## src/rtl/i2s_clock_controller.sv

```systemverilog
// I2S bus-clock master: generates sck/ws from clk, with stop requests finishing the current stereo frame.
// Optional frame counter enabled by defining I2S_CTRL_FRAME_COUNT_EN.
module i2s_clock_controller #(
    parameter int WIDTH     = 16,
    parameter int DIV_WIDTH = 8
) (
    input  logic                 clk,
    input  logic                 reset,
    input  logic                 enable,
    input  logic [DIV_WIDTH-1:0] half_period,
    output logic                 sck,
    output logic                 ws,
    output logic                 frame_start,
    output logic                 busy
`ifdef I2S_CTRL_FRAME_COUNT_EN
    ,
    output logic [31:0]          frame_count
`endif
);

    localparam int BW = (2 * WIDTH > 2) ? $clog2(2 * WIDTH) : 1;
    localparam logic [BW-1:0] B_LAST   = BW'(2 * WIDTH - 1);
    localparam logic [BW-1:0] WS_FIRST = BW'(WIDTH - 1);
    localparam logic [BW-1:0] WS_LAST  = BW'(2 * WIDTH - 2);

    typedef enum logic [1:0] {
        IDLE,
        RUN,
        DRAIN
    } state_t;

    state_t               state;
    logic [DIV_WIDTH-1:0] hp;
    logic [DIV_WIDTH-1:0] div;
    logic [BW-1:0]        b;
    logic [BW-1:0]        b_next;
    logic                 ws_next;
    logic                 wrap;

    always_comb begin
        b_next  = (b == B_LAST) ? '0 : b + BW'(1);
        ws_next = (b_next >= WS_FIRST) && (b_next <= WS_LAST);
        wrap    = (b == B_LAST);
    end

    always_ff @(posedge clk or posedge reset) begin
        if (reset) begin
            state       <= IDLE;
            hp          <= '0;
            div         <= '0;
            b           <= '0;
            sck         <= 1'b0;
            ws          <= 1'b0;
            frame_start <= 1'b0;
            busy        <= 1'b0;
        end else begin
            frame_start <= 1'b0;
            case (state)
                IDLE: begin
                    sck <= 1'b0;
                    ws  <= 1'b0;
                    div <= '0;
                    b   <= '0;
                    if (enable) begin
                        state       <= RUN;
                        busy        <= 1'b1;
                        frame_start <= 1'b1;
                        hp          <= (half_period == '0) ? DIV_WIDTH'(1) : half_period;
                    end
                end
                RUN, DRAIN: begin
                    if (state == RUN && !enable)
                        state <= DRAIN;
                    else if (state == DRAIN && enable)
                        state <= RUN;

                    if (div == hp - DIV_WIDTH'(1)) begin
                        div <= '0;
                        sck <= ~sck;
                        if (sck) begin
                            b  <= b_next;
                            ws <= ws_next;
                            // A re-enable landing on the draining wrap keeps the bus running seamlessly.
                            if (wrap) begin
                                if (state == RUN || enable) begin
                                    frame_start <= 1'b1;
                                end else begin
                                    state <= IDLE;
                                    busy  <= 1'b0;
                                    ws    <= 1'b0;
                                end
                            end
                        end
                    end else begin
                        div <= div + DIV_WIDTH'(1);
                    end
                end
                default: begin
                    state <= IDLE;
                    busy  <= 1'b0;
                end
            endcase
        end
    end

`ifdef I2S_CTRL_FRAME_COUNT_EN
    always_ff @(posedge clk or posedge reset) begin
        if (reset)
            frame_count <= '0;
        else if (frame_start)
            frame_count <= frame_count + 32'd1;
    end
`endif

endmodule
```

## config.mk

```make
export PLATFORM = sky130hd
export DESIGN_NAME = i2s_clock_controller
export DESIGN_NICKNAME = d
export VERILOG_FILES = /design/src/rtl/i2s_clock_controller.sv
export SDC_FILE = /design/constraint.sdc
export NUM_CORES = 1
export LEC_CHECK = 0
export CAP_MARGIN = 20
export CORE_MARGIN = 4
export CORE_UTILIZATION = 61
export DETAILED_ROUTE_END_ITERATION = 10
export GPL_TIMING_DRIVEN = 0
export HOLD_SLACK_MARGIN = 0.12
export MAX_ROUTING_LAYER = met4
export PLACE_DENSITY = 0.84
export SYNTH_ARGS = -nofsm -noshare
export SYNTH_HDL_FRONTEND = slang
export SYNTH_SLANG_ARGS = --single-unit
```

## constraint.sdc

```tcl
create_clock -name clk -period 5.35 [get_ports clk]
set_input_delay 0.535 -clock clk [delete_from_list [all_inputs] [get_ports clk]]
set_output_delay 0.535 -clock clk [all_outputs]
set_load 0.1 [all_outputs]
```

# [Yosys cells after proc, flatten, opt, wreduce, memory -nomap -nowiden]
# Index checks and enable logic that the tools add are counted.
[totals] wordCells=70 ff_bits=27 in_bits=11 output_inout_bits=4
[classes] n_reduce_logical=13 order_cmp=2 n_eq_ne=9 n_addsub=3 mux=34 bitwise_logic=1
[ops] cell="two-way mux 8 bit" count=2
[ops] cell="one-hot mux 8 bit (2 select lines)" count=1
[ops] cell="two-way mux 1 bit" count=15
[ops] cell="two-way mux 5 bit" count=3
[ops] cell="two-way mux 2 bit" count=7
[ops] cell="!= test 2 bit (second input constant)" count=5
[ops] cell="one-hot mux 5 bit (2 select lines)" count=1
[ops] cell="adder 8 x 1 -> 8 bit (second input constant)" count=1
[ops] cell="== test 8 bit" count=1
[ops] cell="zero test 8 bit" count=1
[ops] cell="one-hot mux 1 bit (2 select lines)" count=4
[ops] cell="subtractor 8 x 1 -> 8 bit (second input constant)" count=1
[ops] cell="adder 5 x 1 -> 5 bit (second input constant)" count=1
[ops] cell="== test 5 bit (second input constant)" count=1
[ops] cell="greater-or-equal comparator 5 x 4 -> 1 bit (second input constant)" count=1
[ops] cell="<= comparator 5 bit (second input constant)" count=1
[ops] cell="AND reduction 5 bit" count=1
[ops] cell="one-hot mux 2 bit (2 select lines)" count=1
[ops] cell="AND reduction 2 bit" count=2
[ops] cell="logical AND 1 bit" count=3
[ops] cell="AND reduction 3 bit" count=1
[ops] cell="== test 2 x 1 -> 1 bit (second input constant)" count=1
[ops] cell="== test 2 bit (second input constant)" count=1
[ops] cell="zero test 2 bit" count=1
[ops] cell="5 further kinds" count=5

# [Depth between registers and ports, before layout]
[logic_depth] word_depth=9 ltp_mapped=9 depth_no_buf=8

# [Least setup slack after synthesis]
# OpenSTA, ideal clock, no wires.
[synth_path] path_type="register to register" start="reg hp[0]" end="reg busy" arrival_time_ps=1946 period_less_slack_ps=2084 t_required_ps=5212 setup_time_ps=138 n_path_buf=1 slack_ps=3266 path_stages_with_launch=10 path_cell_list="dfrtp_1 -> inv_1 -> ha_1 -> nand2b_1 -> o211a_1 -> o31ai_1 -> nand4_2 -> clkbuf_1 -> o211ai_1 -> o211ai_1"
[synth_between] elab_chain_cells=4
[synth_lines] element="start: declaration" line_no="33" rtl="logic [DIV_WIDTH-1:0] hp;"
[synth_lines] element="start signal: assignment" line_no="68" rtl="hp <= (half_period == '0) ? DIV_WIDTH'(1) : half_period;"
[synth_lines] element="subtractor 8 x 1 -> 8 bit" line_no="77" rtl="if (div == hp - DIV_WIDTH'(1)) begin"
[synth_lines] element="== test 8 bit" line_no="77"
[synth_lines] element="!= test 2 bit (no line)"
[synth_lines] element="AND reduction 5 bit (no line)"
[synth_lines] element="end signal: assignment" line_no="66" rtl="busy <= 1'b1;"
[synth_lines] element="end signal: assignment" line_no="89" rtl="busy <= 1'b0;"
[synth_lines] element="end signal: assignment" line_no="100" rtl="busy <= 1'b0;"
[synth_lines] element="end: declaration" line_no="14" rtl="output logic busy"
# No other way between the ends.
# A chain may end at the register's enable or synchronous reset.

# [Worst setup path in the final report]
[layout_path] start="reg hp[0]" end="reg state[1]"
[layout_between] elab_chain_cells=4
[layout_lines] element="subtractor 8 x 1 -> 8 bit" line_no="77"
[layout_lines] element="== test 8 bit" line_no="77"
[layout_lines] element="two-way mux 2 bit" line_no="77"
[layout_lines] element="one-hot mux 2 bit (2 select lines)" line_no="58" rtl="case (state)"
[layout_lines] element="end signal: assignment" line_no="65" rtl="state <= RUN;"
[layout_lines] element="end signal: assignment" line_no="75" rtl="state <= RUN;"
[layout_lines] element="end signal: assignment" line_no="88" rtl="state <= IDLE;"
[layout_lines] element="end: declaration" line_no="32" rtl="state_t state;"
# No other way between the ends.

==> out/qor.txt <==
initial core utilization: 65.7%
routed wl met2: 1600 µm
post-DP HPWL: 2560 µm
1st-iter DRT viols: 22
Worst setup SP type: flip-flop
DRC: 0
VDD IR max: 355 µV
Switching Share: 46.6%
Die ar.: 3670 µm²
combinational family with the most area after synthesis: simple AND/OR/NAND/NOR gates
Setup WS post-layout: 2.86 ns
Post-synth EDFFs: 0
simple-gate portion of the synthesized area: 21.1%
minimum clock period: 2.49 ns
Internal: 473 µW
CTS tree: built
area post-placement: 1860 µm²
ant diodes: 0
Post-CTS Setup Inserts: 0
CP max FO: 10
root buffer cell: clkbuf_4
Setup WS pre-CTS: 2.92 ns
final setup fails: 0
CP Cell Sequence: inv_1 > ha_1 > nand2b_1 > o211a_1 > o31ai_1 > nand4_2 > clkbuf_1 > a211oi_1 > nor2_1
RSZ-0062 raised after global routing: no
first-pass GRT wire length: 5870 µm
clk buf depth: 2
routed wire length: 3360 µm
Slew Limit Fails: 0
Die Wd: 60.6 µm
leak pwr: 0.000792 µW
number of buffers created by CTS: 3
Post-synth top flop: dfrtp_1
Final period util: 46.6%
Reg power frac: 36.2%
outcome: finished, final reports clean
syn nets: 195
sequential fraction of the synthesis area: 40.1%
# H-tree levels: 1
# resized after CTS: 0
cell taking the most area after synthesis: dfrtp_1
worst path bufs/invs: 2
Clk pwr share: 9.5%
YS warnings: 0
Total Routing Usage GR: 22.2%
initial antenna violation count: 0
largest net degree at the start of global routing: 28
compound-gate portion of the synthesized area: 15.0%
Distinct cells, synth: 41
worst slew pin tran: 0.969 ns
Avg Cell Area, Syn: 9.58 µm²
largest cells by area after synthesis: dfrtp_1 40%, ha_1 5.9%, mux2_2 4.7%, xor2_1 4.7%, xnor2_1 3.6%
HP Class: flip-flop to flip-flop
maxcap violations: 0
Max Freq: 0.401 GHz
synthesized area: 1690 µm²
Crit-path slowest cell: dfrtp_1
num rows: 18
I/O pin total: 15
setup TNS: 0 ns
via count: 1,377
met3 WL: 176 µm
vias in the first global route: 1,367
total grt overflow: 0
PwrDens: 466 nW/µm²
logic gate share of total power: 54.3%
clk_lat worst skew: 0.32 ns
critical path arrival: 2.71 ns
wire per inst: 15.0 µm
ys async rst share: 100%
Max stage delay on crit path: 0.44 ns
core area: 2570 µm²
DRT Pass-1 Iters: 4
top routing layer in use: met4
Sw Pwr: 414 µW
Clock Sink Count: 27
CP Class: flip-flop to flip-flop
CP top delay family: compound AO/OA/AOI/OAI gates
critical path endpoint category: flip-flop
total power: 887 µW
Worst Path Required: 5.56 ns
IO Port Bufs: 14
P&R area growth vs syn: 13.0%
CTS clk-pin slew, worst paths: 0.13 ns
final core utilization: 74.2%
post-synth top area share: 40.1%
Yosys reg bits: 27
Post-Syn Instances: 176
layout cell share with drive strength beyond 1: 7.18%
Slew HR: 35.2%
mux cell area share after synthesis: 6.45%
Hold Buf Count CTS: 0
Synth Area in Adders: 5.93%
Die Y: 60.6 µm
Hold Vio Cnt, Final: 0
Design Area, Final: 1910 µm²
vias per cell: 6.12
Post-Route M1 WL: 1540 µm
post-synthesis xor/xnor area fraction: 8.31%
nets: 215
Layout Skew: 0.00398 ns
DRT antenna net count: 0
Placer Congestion: 0.855
[final timing paths]
check,from,end,slack [ns],cells past startpoint
worst max register to register,hp[0],state[1],2.86,9
min in group asynchronous,reset,b[0],0.55,2
worst min register to register,hp[7],hp[7],0.54,1
worst max-delay path,hp[0],state[1],2.86,9
max in group asynchronous,reset,state[1],4.32,3
worst min-delay path,hp[7],hp[7],0.54,1
[layout by cell type, fill, tap and decap left out, types with 6 or more instances in the layout]
| cell type | instances |
|---|---|
| ha_1 | 8 |
| clkdlybuf4s50_1 | 14 |
| xor2_1 | 9 |
| o21ai_0 | 8 |
| a21oi_1 | 7 |
| nor2_1 | 12 |
| nand2_1 | 16 |
| dfrtp_1 | 27 |
| nand2b_1 | 6 |
| xnor2_1 | 7 |
| clkbuf_1 | 7 |
| inv_1 | 8 |
| mux2_2 | 7 |
[area by class of cell]
type	count	area (µm²)
well taps	30	37.5
flip-flops and latches	27	676
clock buffers	4	26.3
repair buffers	15	155
fillers	188	662
inverters	8	30.0
multi-input cells	135	958
plain buffers	6	22.5
[routing by layer]
layer,up-vias,global-route usage [%]
li1,674,-
met1,665,27.4
met2,34,34.7
met3,4,5.32
met4,0,9.29
met5,-,-
[cells in the mapped netlist (all sizes together) (4+ instances only)]
master / number
dfrtp: 27
nand2: 16
nor2: 12
xor2: 9
ha: 8
inv: 8
o21ai: 8
a21oi: 7
mux2: 7
xnor2: 7
clkbuf: 6
nand2b: 6
nand4: 6
nand3: 5
nor3: 5
nor2b: 4
o211ai: 4
[flip-flops by register name (all words and copies together) (netlist names)]
register and cells:
b 5, busy 1, div 8, frame_start 1, hp 8, sck 1
state 2, ws 1
[through the flow]
stage	cells	hold slack, ns
global route	225	0.568
finish	225	0.542
global placement	220	0.509
floorplan	176	0.500
CTS	224	0.550
detailed placement	220	0.518
[power by group through the flow]
stage	clock network [µW]	registers (µW)	logic, µW
after floorplan	0	363	330
after global placement	0	320	461
after detailed placement	0	323	479
after CTS	89.4	320	480
after global routing	98.9	330	535
final	84.6	321	482
[cells by family after synthesis]
group                    Yosys count
AND/OR/NAND/NOR                   67
AO/OA/AOI/OAI                     34
flip-flops                        27
XOR/XNOR                          16
buffers and inverters             14
multiplexers                      10
adder cells (fa/ha/maj)            8
No activity file was read; power rests on OpenSTA's default activity.
